--- config.mk ---
export PLATFORM = sky130hd
export DESIGN_NAME = mem_stage_lsu
export DESIGN_NICKNAME = d
export VERILOG_FILES = /design/src/rtl/rv32_lsu_pkg.sv /design/src/rtl/lsu_align.sv /design/src/rtl/mem_stage_lsu.sv
export SDC_FILE = /design/constraint.sdc
export NUM_CORES = 1
export LEC_CHECK = 0
export ABC_CLOCK_PERIOD_IN_PS = 2120
export BUFFER_PORTS_ARGS = -buffer_cell sky130_fd_sc_hd__buf_2
export CAP_MARGIN = 20
export CORE_MARGIN = 1
export CORE_UTILIZATION = 45
export DETAILED_ROUTE_END_ITERATION = 7
export PLACE_DENSITY = 0.81
export SETUP_SLACK_MARGIN = 0.1
export SLEW_MARGIN = 20
export SYNTH_ARGS = -nofsm -noshare
export SYNTH_HDL_FRONTEND = slang
export SYNTH_SLANG_ARGS = --single-unit
--- constraint.sdc ---
create_clock -name clk -period 2.12 [get_ports clk]
set_input_delay 0.106 -clock clk [delete_from_list [all_inputs] [get_ports clk]]
set_output_delay 0.106 -clock clk [all_outputs]
set_load 0.02 [all_outputs]
--- src/rtl/rv32_lsu_pkg.sv ---
// Shared types and constants for the RV32 MEM-stage load/store unit:
// FSM states, funct3 encodings, fault causes and fault-check helpers.
package rv32_lsu_pkg;

  typedef enum logic [1:0] {
    S_IDLE = 2'b00,
    S_REQ  = 2'b01,
    S_RESP = 2'b10,
    S_DONE = 2'b11
  } lsu_state_e;

  typedef enum logic [1:0] {
    CAUSE_MISALIGNED = 2'b00,
    CAUSE_ILLEGAL    = 2'b01,
    CAUSE_BUS_ERR    = 2'b10,
    CAUSE_TIMEOUT    = 2'b11
  } lsu_cause_e;

  localparam logic [2:0] F3_LB  = 3'b000;
  localparam logic [2:0] F3_LH  = 3'b001;
  localparam logic [2:0] F3_LW  = 3'b010;
  localparam logic [2:0] F3_LBU = 3'b100;
  localparam logic [2:0] F3_LHU = 3'b101;
  localparam logic [2:0] F3_SB  = 3'b000;
  localparam logic [2:0] F3_SH  = 3'b001;
  localparam logic [2:0] F3_SW  = 3'b010;

  // Access size is funct3[1:0] for every legal load and store.
  localparam logic [1:0] SZ_B = 2'b00;
  localparam logic [1:0] SZ_H = 2'b01;
  localparam logic [1:0] SZ_W = 2'b10;

  function automatic logic funct3_illegal(input logic is_store, input logic [2:0] f3);
    if (is_store) return f3 > F3_SW;
    return (f3 == 3'b011) || (f3 == 3'b110) || (f3 == 3'b111);
  endfunction

  function automatic logic addr_misaligned(input logic [1:0] size, input logic [1:0] lo);
    return ((size == SZ_H) && lo[0]) || ((size == SZ_W) && (lo != 2'b00));
  endfunction

endpackage

--- src/rtl/lsu_align.sv ---
// Purely combinational lane steering: store byte-enables/replicated data,
// and load byte/halfword extraction with sign or zero extension.
module lsu_align
  import rv32_lsu_pkg::*;
(
  input  logic [1:0]  st_size,
  input  logic [1:0]  st_addr_lo,
  input  logic [31:0] st_data,
  output logic [3:0]  st_be,
  output logic [31:0] st_wdata,
  input  logic [2:0]  ld_funct3,
  input  logic [1:0]  ld_addr_lo,
  input  logic [31:0] ld_rdata,
  output logic [31:0] ld_data
);

  logic [31:0] ld_shifted;

  // NOTE: every output of a combinational block gets a default first so no latch is inferred.
  always_comb begin
    st_be    = 4'b1111;
    st_wdata = st_data;
    case (st_size)
      SZ_B: begin
        st_be    = 4'b0001 << st_addr_lo;
        st_wdata = {4{st_data[7:0]}};
      end
      SZ_H: begin
        st_be    = st_addr_lo[1] ? 4'b1100 : 4'b0011;
        st_wdata = {2{st_data[15:0]}};
      end
      default: ;
    endcase
  end

  // Halfword loads are aligned, so shifting by the byte offset lands either lane at bit 0.
  assign ld_shifted = ld_rdata >> {ld_addr_lo, 3'b000};

  always_comb begin
    ld_data = ld_rdata;
    case (ld_funct3)
      F3_LB:   ld_data = {{24{ld_shifted[7]}}, ld_shifted[7:0]};
      F3_LH:   ld_data = {{16{ld_shifted[15]}}, ld_shifted[15:0]};
      F3_LBU:  ld_data = {24'b0, ld_shifted[7:0]};
      F3_LHU:  ld_data = {16'b0, ld_shifted[15:0]};
      default: ;
    endcase
  end

endmodule

--- src/rtl/mem_stage_lsu.sv ---
// MEM-stage load/store unit: checks the access, runs one req/gnt/rvalid
// data-bus transaction, stalls the pipeline meanwhile and reports faults.
module mem_stage_lsu
  import rv32_lsu_pkg::*;
#(
  parameter int DATA_WIDTH     = 32,
  parameter int ADDR_WIDTH     = 32,
  parameter int TIMEOUT_CYCLES = 255
) (
  input  logic                  clk,
  input  logic                  rst_n,
  input  logic                  M_MemRead,
  input  logic                  M_MemWrite,
  input  logic [2:0]            M_Funct3,
  input  logic [ADDR_WIDTH-1:0] M_ALUResult,
  input  logic [DATA_WIDTH-1:0] M_WriteData,
  output logic [DATA_WIDTH-1:0] M_ReadData,
  output logic                  M_LoadValid,
  output logic                  lsu_stall,
  output logic                  lsu_fault,
  output logic [1:0]            lsu_fault_cause,
  output logic                  dbus_req,
  output logic                  dbus_we,
  output logic [3:0]            dbus_be,
  output logic [ADDR_WIDTH-1:0] dbus_addr,
  output logic [DATA_WIDTH-1:0] dbus_wdata,
  input  logic                  dbus_gnt,
  input  logic                  dbus_rvalid,
  input  logic [DATA_WIDTH-1:0] dbus_rdata,
  input  logic                  dbus_err
);

  localparam int                CNT_W    = $clog2(TIMEOUT_CYCLES + 1);
  localparam logic [CNT_W-1:0] CNT_LAST = CNT_W'(TIMEOUT_CYCLES - 1);

  lsu_state_e            state;
  logic [ADDR_WIDTH-1:0] addr_q;
  logic [2:0]            funct3_q;
  logic                  we_q;
  logic [3:0]            be_q;
  logic [DATA_WIDTH-1:0] wdata_q;
  logic [DATA_WIDTH-1:0] rdata_q;
  logic [CNT_W-1:0]      cnt;
  logic                  load_valid_q;
  logic                  fault_q;
  lsu_cause_e            cause_q;

  logic       op_valid, is_store, illegal, misaligned;
  logic       idle_fault, issue, resp_accept, timeout_hit;
  lsu_cause_e idle_cause;
  logic [3:0]            st_be;
  logic [DATA_WIDTH-1:0] st_wdata, ld_data;

  // Both MemRead and MemWrite high is a store.
  assign op_valid   = M_MemRead | M_MemWrite;
  assign is_store   = M_MemWrite;
  assign illegal    = funct3_illegal(is_store, M_Funct3);
  assign misaligned = addr_misaligned(M_Funct3[1:0], M_ALUResult[1:0]);
  assign idle_fault = (state == S_IDLE) && op_valid && (illegal || misaligned);
  assign issue      = (state == S_IDLE) && op_valid && !illegal && !misaligned;
  assign idle_cause = illegal ? CAUSE_ILLEGAL : CAUSE_MISALIGNED;

  assign resp_accept = dbus_rvalid && (((state == S_REQ) && dbus_gnt) || (state == S_RESP));
  assign timeout_hit = (cnt == CNT_LAST) &&
                       (((state == S_REQ) && !dbus_gnt) || ((state == S_RESP) && !dbus_rvalid));

  lsu_align u_align (
    .st_size    (M_Funct3[1:0]),
    .st_addr_lo (M_ALUResult[1:0]),
    .st_data    (M_WriteData),
    .st_be      (st_be),
    .st_wdata   (st_wdata),
    .ld_funct3  (funct3_q),
    .ld_addr_lo (addr_q[1:0]),
    .ld_rdata   (dbus_rdata),
    .ld_data    (ld_data)
  );

  // NOTE: sequential state uses non-blocking assignments only, so every flop samples pre-edge values.
  always_ff @(posedge clk or negedge rst_n) begin
    if (!rst_n) begin
      state        <= S_IDLE;
      addr_q       <= '0;
      funct3_q     <= '0;
      we_q         <= 1'b0;
      be_q         <= '0;
      wdata_q      <= '0;
      rdata_q      <= '0;
      cnt          <= '0;
      load_valid_q <= 1'b0;
      fault_q      <= 1'b0;
      cause_q      <= CAUSE_MISALIGNED;
    end else begin
      load_valid_q <= 1'b0;
      fault_q      <= 1'b0;
      case (state)
        S_IDLE: if (issue) begin
          addr_q   <= M_ALUResult;
          funct3_q <= M_Funct3;
          we_q     <= is_store;
          be_q     <= is_store ? st_be : 4'b1111;
          wdata_q  <= st_wdata;
          cnt      <= '0;
          state    <= S_REQ;
        end
        S_REQ: begin
          if (resp_accept || timeout_hit) begin
            state <= S_DONE;
          end else if (dbus_gnt) begin
            cnt   <= '0;
            state <= S_RESP;
          end else begin
            cnt <= cnt + CNT_W'(1);
          end
        end
        S_RESP: begin
          if (resp_accept || timeout_hit) state <= S_DONE;
          else                            cnt   <= cnt + CNT_W'(1);
        end
        S_DONE:  state <= S_IDLE;
        default: state <= S_IDLE;
      endcase

      // Bus and timeout faults surface in DONE, the cycle the pipeline advances.
      if (resp_accept) begin
        if (dbus_err) begin
          fault_q <= 1'b1;
          cause_q <= CAUSE_BUS_ERR;
        end else if (!we_q) begin
          rdata_q      <= ld_data;
          load_valid_q <= 1'b1;
        end
      end
      if (timeout_hit) begin
        fault_q <= 1'b1;
        cause_q <= CAUSE_TIMEOUT;
      end
    end
  end

  // The detect cycle stalls combinationally so the op is held until the bus completes.
  assign lsu_stall       = issue || (state == S_REQ) || (state == S_RESP);
  assign lsu_fault       = idle_fault || fault_q;
  assign lsu_fault_cause = idle_fault ? idle_cause : (fault_q ? cause_q : 2'b00);
  assign M_ReadData      = rdata_q;
  assign M_LoadValid     = load_valid_q;
  assign dbus_req        = (state == S_REQ);
  assign dbus_we         = we_q;
  assign dbus_be         = be_q;
  assign dbus_addr       = {addr_q[ADDR_WIDTH-1:2], 2'b00};
  assign dbus_wdata      = wdata_q;

endmodule

; ---- After elaboration in Yosys (flattened, before gate mapping)
; Index checks and enable logic that the tools add are counted.
[word_totals]
wordCells = 102
input_bits = 106
ff_bits = 118
[classes]
n_addsub = 1
mux = 30
order_cmp = 1
n_eq_ne = 17
n_bitwise = 3
n_reduce_logical = 37
n_shift = 2
[op_table]
columns = cell, count
row1 = one-hot mux 32 bit (4 select lines), 1
row2 = one-hot mux 32 bit (2 select lines), 1
row3 = 2-to-1 mux 8 bit, 4
row4 = >> shifter 32 x 5 -> 16 bit, 1
row5 = one-hot mux 8 bit (3 select lines), 1
row6 = 2-to-1 mux 2 bit, 9
row7 = == test 3 bit (second input constant), 4
row8 = logical AND 1 bit, 11
row9 = logical OR 1 bit, 10
row10 = 2-to-1 mux 1 bit, 10
row11 = adder 8 x 1 -> 8 bit (second input constant), 1
row12 = == test 8 bit (second input constant), 1
row13 = 2-to-1 mux 4 bit, 2
row14 = one-hot mux 2 bit (4 select lines), 1
row15 = one-hot mux 4 bit (2 select lines), 1
row16 = == test 2 bit (second input constant), 3
row17 = inequality test 2 bit (second input constant), 3
row18 = AND reduction 3 bit, 2
row19 = nonzero test 2 bit, 3
row20 = == test 2 x 1 -> 1 bit (second input constant), 2
row21 = logical NOT 1 bit, 4
row22 = logical NOT 2 bit, 2
row23 = AND reduction 2 bit, 2
row24 = AND reduction 4 bit, 1
row25 = other kinds (10), 11

; ---- Longest topological paths before layout
[depth]
depth_word = 9
ltp_mapped = 11
mapped_depth_nobuf = 8

; ---- Cells and area by module
; Synthesis repeated with hierarchy kept, for this count alone.
[hier_totals]
cells_unflattened = 523
hier_area_um2 = 6197.2
[by_module_without_submodules]
columns = module, area_per_inst_um2, seq_area_each_um2, n_inst, cells_per_inst
row1 = mem_stage_lsu, 5089.9, 2952.8, 1, 365
row2 = lsu_align, 1107.3, 0.0, 1, 158

; ---- Worst setup path after synthesis
; OpenSTA, ideal clock, no wires.
[synth_timing]
path_type = flip-flop to flip-flop
from = register state[0]
to = register cnt[0]
setup_time_ns = 0.125
stages_incl_launch_ff = 10
path_buffers = 2
synth_period_minus_slack_ns = 2.055
t_required_ns = 1.995
arrival_time_ns = 1.930
setup_slack_ns = 0.065
cell_sequence = dfrtp_1 > inv_1 > ha_1 > buf_2 > nand2b_1 > nand3_2 > a221oi_4 > or3_1 > buf_6 > mux2_4
[synth_between]
elab_chain_cells = 7
elab_cells_between_ends = 20
cone_classes = 5 x eq/ne / 1 x mux / 14 x reduce/logical
[synth_rtl]
columns = item, line
row1 = start: declaration, mem_stage_lsu.sv:36  ; lsu_state_e state;
row2 = start signal: assignment, mem_stage_lsu.sv:82  ; state <= S_IDLE;
row3 = start signal: assignment, mem_stage_lsu.sv:104  ; state <= S_REQ;
row4 = start signal: assignment, mem_stage_lsu.sv:108  ; state <= S_DONE;
row5 = == test 2 x 1 -> 1 bit / == test 2 bit (equally long branches), "mem_stage_lsu.sv:63, mem_stage_lsu.sv:65, mem_stage_lsu.sv:96"
row6 = logical AND 1 bit (on tied branches), "mem_stage_lsu.sv:63, mem_stage_lsu.sv:65"
row7 = logical OR 1 bit (on tied branches), "mem_stage_lsu.sv:63, mem_stage_lsu.sv:65"
row8 = logical AND 1 bit (on tied branches), "mem_stage_lsu.sv:63, mem_stage_lsu.sv:64"
row9 = logical OR 1 bit, "mem_stage_lsu.sv:107, mem_stage_lsu.sv:117"
row10 = inequality test 2 bit (no source line), --
row11 = AND reduction 4 bit (no source line), --
row12 = end signal: assignment, mem_stage_lsu.sv:113  ; cnt <= cnt + CNT_W'(1);
row13 = end signal: assignment, mem_stage_lsu.sv:118  ; else cnt <= cnt + CNT_W'(1);
row14 = end: declaration, mem_stage_lsu.sv:43  ; logic [CNT_W-1:0] cnt;
; Parallel ways exist; a longest one is shown, timed or not.
; A chain may end at the register's enable or synchronous reset.

; ---- Worst setup path after layout
[layout_timing]
from = register state[1]
to = register rdata_q[24], in the netlist M_ReadData[24]
[layout_between]
elab_chain_cells = 5
elab_cells_between_ends = 6
cone_classes = 2 x eq/ne / 4 x reduce/logical
[layout_rtl]
columns = item, line
row1 = == test 2 x 1 -> 1 bit, mem_stage_lsu.sv:63  ; assign resp_accept = dbus_rvalid && (((state == S_REQ) && dbus_gnt) || (state == S_RESP));
row2 = logical AND 1 bit, mem_stage_lsu.sv:63
row3 = logical OR 1 bit (*), mem_stage_lsu.sv:63
row4 = logical AND 1 bit (*), mem_stage_lsu.sv:63
row5 = AND reduction 3 bit (no source line) (*), --
row6 = end signal: assignment, mem_stage_lsu.sv:130  ; rdata_q <= ld_data;
row7 = end: declaration, mem_stage_lsu.sv:42  ; logic [DATA_WIDTH-1:0] rdata_q;
; Mark *: on every way between the ends. The rest lies on a longest branch, timed or not.

==> reports/qor.yml <==
hold_viol: 0
wl_per_cell_um: 16.7
gp_congestion: 0.878
grt_pass1_vias: 5504
synth_cell_types: 51
antenna_found_initial: 1
nFillCells: 983
io_buffers: 210
core_area_um2: 12800
slew_headroom_pct: 64.0
dp_slack_ns: -0.0344
tightest_slew_ns: 0.540
min_period_over_period_pct: 92.5
hp-class: "in2reg"
yosys_register_bits: 118
die_w_um: 117
crit_fanout: 25
synth_edf_count: 0
power_density_nw_per_um2: 1460
grt_max_degree: 53
p_leak_uw: 0.00412
crit_slowest_cell: "or4_4"
fp.dieArea_um2: 13800
synthesis.instances: 585
async_reset_ff_share_pct: 100
final_util_pct: 66.2
syn_area_per_cell_um2: 10.3
crit_required_ns: 2.43
clkTransAtPathRegs_ns: 0.05
layout_common_cells: "208 x buf_2, 117 x dfrtp_1, 74 x nand2_1"
r2r_start: "state[1]$_DFFE_PN0P_"
wirelength_mm: 17.2
cts_sinks: 118
ff_latch_area_um2: 2950
place_area_um2: 7120
area_growth_pct: 41.4
grt_pass1_wl_mm: 27.9
multi_input_area_um2: 2640
hpwl_mm: 11.0
worst_ep_arrival_time_ns: 2.27
gr-total-overflow: 0
clock_latency_ns: 0.41
clock.fmax_ghz: 0.510
startpoint_type: "flop"
rsz0062_at_grt: "true"
start_util_pct: 46.8
critPathMaxStageDelay_ns: 0.51
ctsRootBufferMaster: "clkbuf_16"
vias_per_cell: 5.32
tns_ns: 0
drc: 0
holdCritStartpoint: "dbus_rdata[20]"
yosys_most_used_dff: "dfrtp_1"
layout-drive-gt1-share_pct: 40.3
slew_viol_final: 0
status: "completed"
syn_area_um2: 6000
yosys_warnings: 0
crit_buf_inv: 3
synth-seq-area-share_pct: 49.2
via_count: 5494
crit_path_cell_trace: "inv_1 -> ha_2 -> a21oi_1 -> or4_4 -> inv_8 -> buf_4 -> nor2_1 -> a21oi_1"
cts_tree: "done"
period_needed_ns: 1.96
dr.pass1.iters: 5
critPathMostFrequentCell: "a21oi_1"
layout_setup_ws_ns: 0.159
endpoint_kind: "flop"
worstSetupPathType: "reg2reg"
final_common_cell: "buf_2"
crit_start: "state[1]$_DFFE_PN0P_"
finalNetCount: 960
drv_cap: 0
drtIter0Drc: 434
postRouteAntennaNets: 0
htreeDepth: 4
cpLargestDelayFamily: "simple AND/OR/NAND/NOR gates"
cts_made_buffers: 17
ios: 213
die_h_um: 117
irDropWorstVdd_uv: 1070
fin_skew_ns: 0.00750
grt.total_usage_pct: 25.8
finalSetupViolations: 0
row_count: 41
final_area_um2: 8490
cts_buffer_depth: 2
[tightest hold or removal path, delay by kind of cell]
| kind | cells | cell delay, ns |
|---|---|---|
| buffers and inverters | 1 | 0.12 |
| and+or+nand+nor | 1 | 0.08 |
| AOI/OAI and AO/OA | 1 | 0.07 |
[Yosys cell counts (8+ instances only)]
cell / n / area (um2)
buf_4: 42 / 315
o41ai_1: 8 / 70.1
mux2_2: 45 / 507
a21oi_1: 49 / 245
clkbuf_1: 13 / 48.8
mux2i_1: 33 / 330
inv_1: 9 / 33.8
buf_2: 8 / 40.0
dfrtp_1: 118 / 2950
nor2_1: 44 / 165
nand2_1: 75 / 282
o21ai_0: 57 / 285
nand3b_1: 9 / 67.6
[power breakdown]
group          internal (uW)  total [uW]  switching (uW)  leakage, uW
clock network           1840        2820             979     0.000281
logic                   2230        5620            3380      0.00241
registers               3290        3930             639      0.00143
total                   7360       12400            5000      0.00412
[routing by layer]
layer	track usage [%]	wire [um]
met5	0	0
met4	12.3	565
met3	6.83	1180
met2	43.3	8570
met1	30.7	6900
[metrics by stage]
stage / cells / total power (uW) / hold slack [ns]
floorplan: 586 / 7770 / -0.190
global placement: 929 / 9060 / 0.124
detailed placement: 929 / 9220 / 0.125
CTS: 1031 / 12300 / 0.000704
global route: 1033 / 13100 / 0.0189
finish: 1033 / 12400 / 0.0151
[flip-flops by register name, indices dropped and copies added, names as in the netlist]
signal,cells
M_ReadData,32
dbus_be,4
state,2
funct3_q,3
cnt,8
dbus_wdata,32
fault_q,1
dbus_we,1
addr_q,32
M_LoadValid,1
cause_q,2
[path summary, 6_finish.rpt]
check / slack [ns] / end / cells past startpoint
min: 0.02 / M_ReadData[20]$_DFFE_PN0P_ / 3
max: 0.16 / M_ReadData[24]$_DFFE_PN0P_ / 8
min in group asynchronous: 0.25 / M_ReadData[17]$_DFFE_PN0P_ / 2
max reg2reg: 0.16 / M_ReadData[24]$_DFFE_PN0P_ / 8
min reg2reg: 0.47 / dbus_wdata[29]$_DFFE_PN0P_ / 2
max in group asynchronous: 1.25 / dbus_wdata[3]$_DFFE_PN0P_ / 3
[area by class of cell]
class / instances / area share (%)
antenna: 1 / 0.0295
clock buffer: 23 / 5.75
clock inverter: 8 / 1.15
inverter: 10 / 0.531
multi-input combinational: 391 / 31.1
sequential: 118 / 34.8
tap: 172 / 2.53
timing repair buffer: 310 / 24.1
[timing repair]
action,in CTS,in global routing
buffers inserted,1,1
endpoints found under the setup margin,29,26
resized for setup,10,9
hold buffers,70,0
hold endpoints to repair,104,0
pin swaps,1,3
[logic make-up (layout without fill, tap and decap cells)]
family                     after synthesis  in the layout  synth area share [%]
and+or+nand+nor                        162            162                  12.3
AOI/OAI and AO/OA                      140            140                  14.5
DFF                                    118            118                  49.2
muxes                                   81             81                  14.8
buffers and inverters                   77            351                  7.88
adders and majority gates                6              6                  1.25
other                                    1              3                0.0625
No activity file was read; power rests on OpenSTA's default activity.
